**config.mk**
```make
export PLATFORM = sky130hd
export DESIGN_NAME = psum_mem_arbiter_flat
export DESIGN_NICKNAME = d
export VERILOG_FILES = /design/src/rtl/psum_mem_arbiter_if.sv /design/src/rtl/psum_mem_arbiter.sv /design/src/flat_wrapper.sv
export SDC_FILE = /design/constraint.sdc
export NUM_CORES = 1
export LEC_CHECK = 0
export CORE_AREA = 2 2 104 106
export DETAILED_ROUTE_END_ITERATION = 8
export DIE_AREA = 0 0 106 108
export PLACE_DENSITY = 0.74
export SLEW_MARGIN = 10
export SYNTH_ARGS = -nofsm -noshare
export SYNTH_HDL_FRONTEND = slang
export SYNTH_SLANG_ARGS = --single-unit
```
**constraint.sdc**
```tcl
create_clock -name clk -period 2.8 [get_ports clk]
set_input_delay 0.56 -clock clk [delete_from_list [all_inputs] [get_ports clk]]
set_output_delay 0.56 -clock clk [all_outputs]
set_load 0.01 [all_outputs]
```
**src/rtl/psum_mem_arbiter_if.sv**
```systemverilog
// Bus bundle between the partial-sum read arbiter, its two requesters and the SRAM macro.
// The slave side is the arbiter; the master side is everything around it.
interface psum_mem_arbiter_if #(
    parameter int ADDR_W = 20,
    parameter int DATA_W = 32
);
    logic              ctrl_re;
    logic [ADDR_W-1:0] ctrl_raddr;
    logic              ctrl_we;
    logic [ADDR_W-1:0] ctrl_waddr;
    logic [DATA_W-1:0] ctrl_wdata;
    logic              ctrl_stall;
    logic              ctrl_rvalid;
    logic [DATA_W-1:0] ctrl_rdata;

    logic              host_req_valid;
    logic [ADDR_W-1:0] host_addr;
    logic              host_req_ready;
    logic              host_rvalid;
    logic [DATA_W-1:0] host_rdata;

    logic              mem_re;
    logic [ADDR_W-1:0] mem_raddr;
    logic [DATA_W-1:0] mem_rdata;
    logic              mem_we;
    logic [ADDR_W-1:0] mem_waddr;
    logic [DATA_W-1:0] mem_wdata;

    modport master (
        output ctrl_re, ctrl_raddr, ctrl_we, ctrl_waddr, ctrl_wdata,
        output host_req_valid, host_addr, mem_rdata,
        input  ctrl_stall, ctrl_rvalid, ctrl_rdata,
        input  host_req_ready, host_rvalid, host_rdata,
        input  mem_re, mem_raddr, mem_we, mem_waddr, mem_wdata
    );

    modport slave (
        input  ctrl_re, ctrl_raddr, ctrl_we, ctrl_waddr, ctrl_wdata,
        input  host_req_valid, host_addr, mem_rdata,
        output ctrl_stall, ctrl_rvalid, ctrl_rdata,
        output host_req_ready, host_rvalid, host_rdata,
        output mem_re, mem_raddr, mem_we, mem_waddr, mem_wdata
    );
endinterface

```
**src/rtl/psum_mem_arbiter.sv**
```systemverilog
// Fixed-priority read arbiter for the 1R1W partial-sum SRAM with tagged returns and write forwarding.
// Optional host starvation guard is enabled by defining PSUM_ARB_STARVE_GUARD_EN.
module psum_mem_arbiter #(
    parameter int ADDR_W       = 20,
    parameter int DATA_W       = 32,
    parameter int READ_LATENCY = 1,
    parameter int MAX_WAIT     = 8
) (
    input logic              clk,
    input logic              rst_in,
    psum_mem_arbiter_if.slave bus
);
    localparam int LAST = READ_LATENCY - 1;

    logic              forced;
    logic              ctrlGrant;
    logic              hostGrant;
    logic [ADDR_W-1:0] issueAddr;
    logic              issueHit;
    logic [DATA_W-1:0] retData;

    logic [READ_LATENCY-1:0] tagValid_q;
    logic [READ_LATENCY-1:0] tagHost_q;
    logic [READ_LATENCY-1:0] tagHit_q;
    logic [DATA_W-1:0]       tagData_q [READ_LATENCY];

`ifdef PSUM_ARB_STARVE_GUARD_EN
    logic [7:0] starveCnt_q;
    logic [7:0] starveCnt_d;

    // A full run of MAX_WAIT denied host cycles turns the following cycle into a host slot.
    always_comb begin
        forced      = (starveCnt_q == 8'(MAX_WAIT));
        starveCnt_d = starveCnt_q + 8'd1;
        if (!bus.host_req_valid || hostGrant) begin
            starveCnt_d = 8'd0;
        end
    end

    always_ff @(posedge clk) begin
        if (rst_in) begin
            starveCnt_q <= 8'd0;
        end else begin
            starveCnt_q <= starveCnt_d;
        end
    end

    assign bus.ctrl_stall = !rst_in && forced && bus.ctrl_re;
`else
    assign forced         = 1'b0;
    assign bus.ctrl_stall = 1'b0;
`endif

    always_comb begin
        ctrlGrant = !rst_in && bus.ctrl_re && !forced;
        hostGrant = !rst_in && bus.host_req_valid && (forced || !bus.ctrl_re);
        issueAddr = ctrlGrant ? bus.ctrl_raddr : bus.host_addr;
        issueHit  = bus.ctrl_we && (issueAddr == bus.ctrl_waddr);
    end

    assign bus.mem_re         = ctrlGrant || hostGrant;
    assign bus.mem_raddr      = issueAddr;
    assign bus.host_req_ready = hostGrant;
    assign bus.mem_we         = bus.ctrl_we && !rst_in;
    assign bus.mem_waddr      = bus.ctrl_waddr;
    assign bus.mem_wdata      = bus.ctrl_wdata;

    // The SRAM returns old data on a same-address write, so the new word rides along in the tag.
    always_ff @(posedge clk) begin
        if (rst_in) begin
            tagValid_q <= '0;
            tagHost_q  <= '0;
            tagHit_q   <= '0;
            for (int i = 0; i < READ_LATENCY; i++) begin
                tagData_q[i] <= '0;
            end
        end else begin
            tagValid_q[0] <= bus.mem_re;
            tagHost_q[0]  <= hostGrant;
            tagHit_q[0]   <= issueHit;
            tagData_q[0]  <= bus.ctrl_wdata;
            for (int i = 1; i < READ_LATENCY; i++) begin
                tagValid_q[i] <= tagValid_q[i-1];
                tagHost_q[i]  <= tagHost_q[i-1];
                tagHit_q[i]   <= tagHit_q[i-1];
                tagData_q[i]  <= tagData_q[i-1];
            end
        end
    end

    assign retData         = tagHit_q[LAST] ? tagData_q[LAST] : bus.mem_rdata;
    assign bus.ctrl_rvalid = !rst_in && tagValid_q[LAST] && !tagHost_q[LAST];
    assign bus.host_rvalid = !rst_in && tagValid_q[LAST] && tagHost_q[LAST];
    assign bus.ctrl_rdata  = retData;
    assign bus.host_rdata  = retData;
endmodule
```
**src/flat_wrapper.sv**
```systemverilog
// flat-port wrapper written by rule: the top's interface ports become plain ports
module psum_mem_arbiter_flat 
#(
    parameter int ADDR_W       = 20,
    parameter int DATA_W       = 32,
    parameter int READ_LATENCY = 1,
    parameter int MAX_WAIT     = 8
)
  (clk, rst_in, bus_ctrl_re, bus_ctrl_raddr, bus_ctrl_we, bus_ctrl_waddr, bus_ctrl_wdata, bus_host_req_valid, bus_host_addr, bus_mem_rdata, bus_ctrl_stall, bus_ctrl_rvalid, bus_ctrl_rdata, bus_host_req_ready, bus_host_rvalid, bus_host_rdata, bus_mem_re, bus_mem_raddr, bus_mem_we, bus_mem_waddr, bus_mem_wdata);
  psum_mem_arbiter_if #(.ADDR_W(ADDR_W), .DATA_W(DATA_W)) bus_i ();
  input logic clk;
  input logic rst_in;
  input wire logic [$bits(bus_i.ctrl_re)-1:0] bus_ctrl_re;
  input wire logic [$bits(bus_i.ctrl_raddr)-1:0] bus_ctrl_raddr;
  input wire logic [$bits(bus_i.ctrl_we)-1:0] bus_ctrl_we;
  input wire logic [$bits(bus_i.ctrl_waddr)-1:0] bus_ctrl_waddr;
  input wire logic [$bits(bus_i.ctrl_wdata)-1:0] bus_ctrl_wdata;
  input wire logic [$bits(bus_i.host_req_valid)-1:0] bus_host_req_valid;
  input wire logic [$bits(bus_i.host_addr)-1:0] bus_host_addr;
  input wire logic [$bits(bus_i.mem_rdata)-1:0] bus_mem_rdata;
  output wire logic [$bits(bus_i.ctrl_stall)-1:0] bus_ctrl_stall;
  output wire logic [$bits(bus_i.ctrl_rvalid)-1:0] bus_ctrl_rvalid;
  output wire logic [$bits(bus_i.ctrl_rdata)-1:0] bus_ctrl_rdata;
  output wire logic [$bits(bus_i.host_req_ready)-1:0] bus_host_req_ready;
  output wire logic [$bits(bus_i.host_rvalid)-1:0] bus_host_rvalid;
  output wire logic [$bits(bus_i.host_rdata)-1:0] bus_host_rdata;
  output wire logic [$bits(bus_i.mem_re)-1:0] bus_mem_re;
  output wire logic [$bits(bus_i.mem_raddr)-1:0] bus_mem_raddr;
  output wire logic [$bits(bus_i.mem_we)-1:0] bus_mem_we;
  output wire logic [$bits(bus_i.mem_waddr)-1:0] bus_mem_waddr;
  output wire logic [$bits(bus_i.mem_wdata)-1:0] bus_mem_wdata;
  assign bus_i.ctrl_re = bus_ctrl_re;
  assign bus_i.ctrl_raddr = bus_ctrl_raddr;
  assign bus_i.ctrl_we = bus_ctrl_we;
  assign bus_i.ctrl_waddr = bus_ctrl_waddr;
  assign bus_i.ctrl_wdata = bus_ctrl_wdata;
  assign bus_i.host_req_valid = bus_host_req_valid;
  assign bus_i.host_addr = bus_host_addr;
  assign bus_i.mem_rdata = bus_mem_rdata;
  assign bus_ctrl_stall = bus_i.ctrl_stall;
  assign bus_ctrl_rvalid = bus_i.ctrl_rvalid;
  assign bus_ctrl_rdata = bus_i.ctrl_rdata;
  assign bus_host_req_ready = bus_i.host_req_ready;
  assign bus_host_rvalid = bus_i.host_rvalid;
  assign bus_host_rdata = bus_i.host_rdata;
  assign bus_mem_re = bus_i.mem_re;
  assign bus_mem_raddr = bus_i.mem_raddr;
  assign bus_mem_we = bus_i.mem_we;
  assign bus_mem_waddr = bus_i.mem_waddr;
  assign bus_mem_wdata = bus_i.mem_wdata;
  psum_mem_arbiter #(.ADDR_W(ADDR_W), .DATA_W(DATA_W), .READ_LATENCY(READ_LATENCY), .MAX_WAIT(MAX_WAIT)) u_core (.clk(clk), .rst_in(rst_in), .bus(bus_i));
endmodule
```
Yosys cells after proc, flatten, opt, wreduce, memory -nomap -nowiden

Memories as Yosys holds them, arrays and structs flattened.
Cells that the tools add are included.

Flip-flop bits (word level): 3
RAM bits: 32
Input bits: 129
Output and inout port bits: 142
Logic and storage cells: 25
Memories kept: 1

Equality and inequality tests: 1
Mux-type cells: 7
Reduce and logical (&&, ||, !) cells: 13

Memories:

| name             | words | bits a word | read ports | clocked after memory_dff | wr ports | RTL line               | RTL |
|---|---|---|---|---|---|---|---|
| u_core.tagData_q | 1     | 32          | 1          | 0                        | 1        | psum_mem_arbiter.sv:25 | `logic [DATA_W-1:0] tagData_q [READ_LATENCY];` |

Operators by type and width:

| kind                | count |
|---|---|
| $mux W32            | 2 |
| $reduce_or A32 Y1   | 1 |
| $eq A20 B20 Y1      | 1 |
| $mux W20            | 1 |
| $logic_and A1 B1 Y1 | 8 |
| $mux W1             | 4 |
| $logic_not A1 Y1    | 3 |
| $logic_or A1 B1 Y1  | 1 |

Longest topological paths before layout

Gate-level depths: netlist of the first run.

Depth after elaboration: 5
Mapped depth: 8
Gate-level depth less buffers: 6

Worst setup path before layout of the first run

OpenSTA, ideal clock, no wires.

Path type: input to output
Start: input port rst_in
End: output port bus_mem_re
Arrival time: 1.465 ns
Setup slack: 0.775 ns
Cell stages on the path: 5
Buffers on the path: 3
Cell sequence: and2b_4 buf_8 buf_6 buf_2 or2_2

Longest elaborated chain between the ends: 4
Elaborated cells between the ends (all ways): 5

RTL lines:

| element                          | RTL line                                       | RTL |
|---|---|---|
| from (decl)                      | flat_wrapper.sv:12                             | `input logic rst_in;` |
| $logic_not A1 Y1 *               | psum_mem_arbiter.sv:55, psum_mem_arbiter.sv:56 |  |
| $logic_and A1 B1 Y1 (2 in a row) | psum_mem_arbiter.sv:56                         | `hostGrant = !rst_in && bus.host_req_valid && (forced \|\| !bus.ctrl_re);` |
| $logic_or A1 B1 Y1 *             | psum_mem_arbiter.sv:61                         | `assign bus.mem_re = ctrlGrant \|\| hostGrant;` |
| to (decl)                        | flat_wrapper.sv:27                             | `output wire logic [$bits(bus_i.mem_re)-1:0] bus_mem_re;` |

Every way passes the cells marked *; elsewhere a longest branch is shown, timed or not.

Worst setup path in the final report of the first run

Start: input port bus_ctrl_re
End: output port bus_mem_raddr[7]

Longest elaborated chain between the ends: 2

RTL lines:

| element             | RTL line               | RTL |
|---|---|---|
| from (decl)         | flat_wrapper.sv:13     | `input wire logic [$bits(bus_i.ctrl_re)-1:0] bus_ctrl_re;` |
| $logic_and A1 B1 Y1 | psum_mem_arbiter.sv:55 | `ctrlGrant = !rst_in && bus.ctrl_re && !forced;` |
| $mux W20            | psum_mem_arbiter.sv:57 | `issueAddr = ctrlGrant ? bus.ctrl_raddr : bus.host_addr;` |
| to (decl)           | flat_wrapper.sv:28     | `output wire logic [$bits(bus_i.mem_raddr)-1:0] bus_mem_raddr;` |

No other way between the ends.

==> impl_metrics.csv, run 1 <==
group,metric,value,unit
status,status,"completed",
yosys,synth_compound_area_share,6.76,%
hold_path,hold_depth,3,
critical_path,cp.depth,5,
yosys,ys_seq_elements,35,
global_routing,use_met1,17.5,%
placement,pre_cts_ws,-0.0771,ns
cells_and_area,layout_common_cells,"clkdlybuf4s50_1 (260), mux2_2 (38), nor2b_1 (35), dfxtp_1 (35), nand2_1 (34)",
pwr,p_comb_share,40.1,%
cts,cts_tree,"done",
die,ioPinCount,271,
cells_and_area,antenna_cells,0,
yosys,synthAdderAreaFrac,0,%
yosys,muxShareOfSynthArea,16.1,%
routing,postRouteAntennaNets,0,
yosys,synth_edf_count,0,
critical_path,cp.required,2.24,ns
global_routing,grtUsageMet3,3.25,%
routing,vias,2808,
routing,wl,10300,um
yosys,ys_seq_area_share,25.8,%
pwr,finalPower,0.00167,W
global_routing,grt_pass1_wl,14600,um
routing,firstDrtPassIters,4,
yosys,synth_xor_area_share,4.51,%
hold_path,hold_class,"primary input to flip-flop",
die,dieArea,0.0114,mm2
pwr,p_seq_share,31.7,%
placement,post_dp_cell_area,0.00499,mm2
global_routing,top_usage_layer,"met2",
critical_path,cpPeakStageDelay,0.55,ns
sta,period_needed,2.60,ns
pwr,switching_share,25.9,%
cells_and_area,stdcell_area,0.00514,mm2
critical_path,worst-path-buf-inv,3,
yosys,netlist_area,0.00272,mm2
global_routing,grt_usage,16.4,%
cts,htree_levels,2,
critical_path,crit_end,"bus_mem_raddr[7]",
critical_path,worst-setup-path-type,"primary input to output port",
pwr,leakagePower,2.06,nW
sta,timing.final.ws_setup,0.199,ns
yosys,yosys_warnings,0,
pwr,p_int,0.00124,W
routing,drc,0,
pwr,powerDensity,325,mW/mm2
die,core_area,0.0102,mm2
cts,cts_hold_buf,0,
cts,clock_path_buffers,2,
cells_and_area,fill_cells,966,
sta,finalHoldViolCount,0,
sta,finalCritPeriodShare,92.9,%
placement,portBuffers,269,
global_routing,met2_usage,32.5,%
yosys,synth-simple-area-share,18.8,%
routing,wl_per_cell,15.8,um
cells_and_area,final_common_cell,"clkdlybuf4s50_1",
sta,rsz0062_at_grt,"no",
cells_and_area,drive_gt1_share,13.6,%
critical_path,cp_top_family,"buffers and inverters",
yosys,synth_top_family_by_area,"buffers and inverters",
die,die_height,108,um
yosys,yosysUniqueCellTypes,44,
pwr,clockPowerShare,28.2,%
critical_path,startpoint_type,"primary input",
hold_path,hold_start,"rst_in",
cells_and_area,nets,643,
pwr,ir_drop,168,uV
die,rows,37,
global_routing,grt_overflow,0,
routing,drt-initial-drc-count,94,
yosys,synthArstFlopShare,0,%
critical_path,worstSetupStartpoint,"bus_ctrl_re",
die,start_util,26.6,%
die,die_w,106,um
sta,slew_viol_final,0,
critical_path,crit_chain,"dlygate4sd2_1 -> or2b_1 -> buf_12 -> o21ai_0 -> clkdlybuf4s50_1",
yosys,avgSynthCellArea,8.53,um2
critical_path,crit_fanout,20,
cells_and_area,syn_to_final_growth,88.9,%
pwr,switching_power,0.000433,W
flow_run,drv_cap,0,
yosys,ys.flop_type,"dfxtp_1",
cts,cts-root-buf,"clkbuf_8",
placement,place_hpwl,8620,um
sta,max_clock_freq,0.384,GHz
global_routing,grt_max_degree,33,
critical_path,critPathSlowestCell,"clkdlybuf4s50_1",
yosys,synthCells,319,
critical_path,end_kind,"output port",
routing,via_per_inst,4.31,
placement,gp_congestion,0.891,
global_routing,grt_pass1_vias,2776,
critical_path,cp_data_arrival_time,2.04,ns
sta,setup-violations-final,0,
cts,cts_buffers,5,
cts,clkTransAtPathRegs,0.07,ns
cts,clock-sinks,35,
global_routing,antenna_found_initial,0,
yosys,syn-num-nets,448,
metal layers:
layer  share of wire [%]  up-vias
met5                   0        -
met4                 1.7        0
met3                 7.1       13
met2                  54      157
met1                  37     1279
li1                    -     1359
registers in the layout, summed over array words and instances, names as in the netlist:
name               cells
u_core.tagData_q      32
u_core.tagHost_q       1
u_core.tagValid_q      1
u_core.tagHit_q        1
worst min-delay path by stage:
stage	slack, ns	endpoint
after detailed placement	1.15	u_core.tagData_q[0][8]
after global routing	0.79	u_core.tagData_q[0][19]
after CTS	0.80	u_core.tagHost_q
final	0.77	u_core.tagData_q[0][18]
after floorplan	0.64	u_core.tagHost_q
after global placement	1.15	u_core.tagData_q[0][26]
per-stage QoR:
step	util [%]	instances	hold slack [ns]	TNS, ns
2_1_floorplan	-	319	0.636	0
3_3_place_gp	48.7	639	1.15	-0.335
3_5_place_dp	48.7	639	1.15	-0.581
4_1_cts	49.9	648	0.802	-0.0212
5_1_grt	50.2	651	0.793	0
6_report	50.2	651	0.767	0
power by group through the flow:
stage | clock network (W) | logic (W) | registers [W]
after floorplan | 0 | 0.000290 | 0.000539
after global placement | 0 | 0.000669 | 0.000540
after detailed placement | 0 | 0.000673 | 0.000541
after CTS | 0.000492 | 0.000674 | 0.000530
after global routing | 0.000505 | 0.000713 | 0.000532
final | 0.000472 | 0.000670 | 0.000530
final cells by class:
type / instances / area (um2) / area share [%]
clock buffers: 6 / 82.6 / 1.61
repair buffers: 284 / 2810 / 54.8
flip-flops and latches: 35 / 701 / 13.6
clock inverters: 2 / 35.0 / 0.682
inverters: 14 / 52.6 / 1.02
well taps: 136 / 170 / 3.31
multi-input cells: 174 / 1280 / 25.0
worst min-delay path, stage by stage:
cell and delay, ns:
dlymetal6s2s_1 0.16, buf_4 0.22, nor2b_1 0.06
what timing repair did:
action                                  4_1_cts  5_1_grt
resized for setup                             8        4
buffers inserted                              0        2
endpoints found under the setup margin        9        5
gates cloned                                  1        1
cells in the mapped netlist, drive strengths merged, types with 4 or more instances:
master,n,area [um2]
nand2,34,128
inv,14,52.6
dfxtp,35,701
mux2,38,428
o21ai,8,40.0
xor2,13,114
buf,92,684
nor2b,35,219
clkbuf,6,22.5
nor2,4,15.0
cells by family (layout without fill, tap and decap cells):
group	count (synthesis)	count (layout)
muxes	39	39
and+or+nand+nor	92	94
xor gates and xnor gates	14	14
other	1	1
AOI/OAI and AO/OA	26	26
DFF	35	35
buffers and inverters	112	306
Note: power is estimated with default switching activity, not from simulation.
==> run 2, diff against run 1 <==
CTS_CLUSTER_DIAMETER = 50   (was not set)
==> results of run 2 <==
Final layout, timing and power as in run 1 (identical DEF).
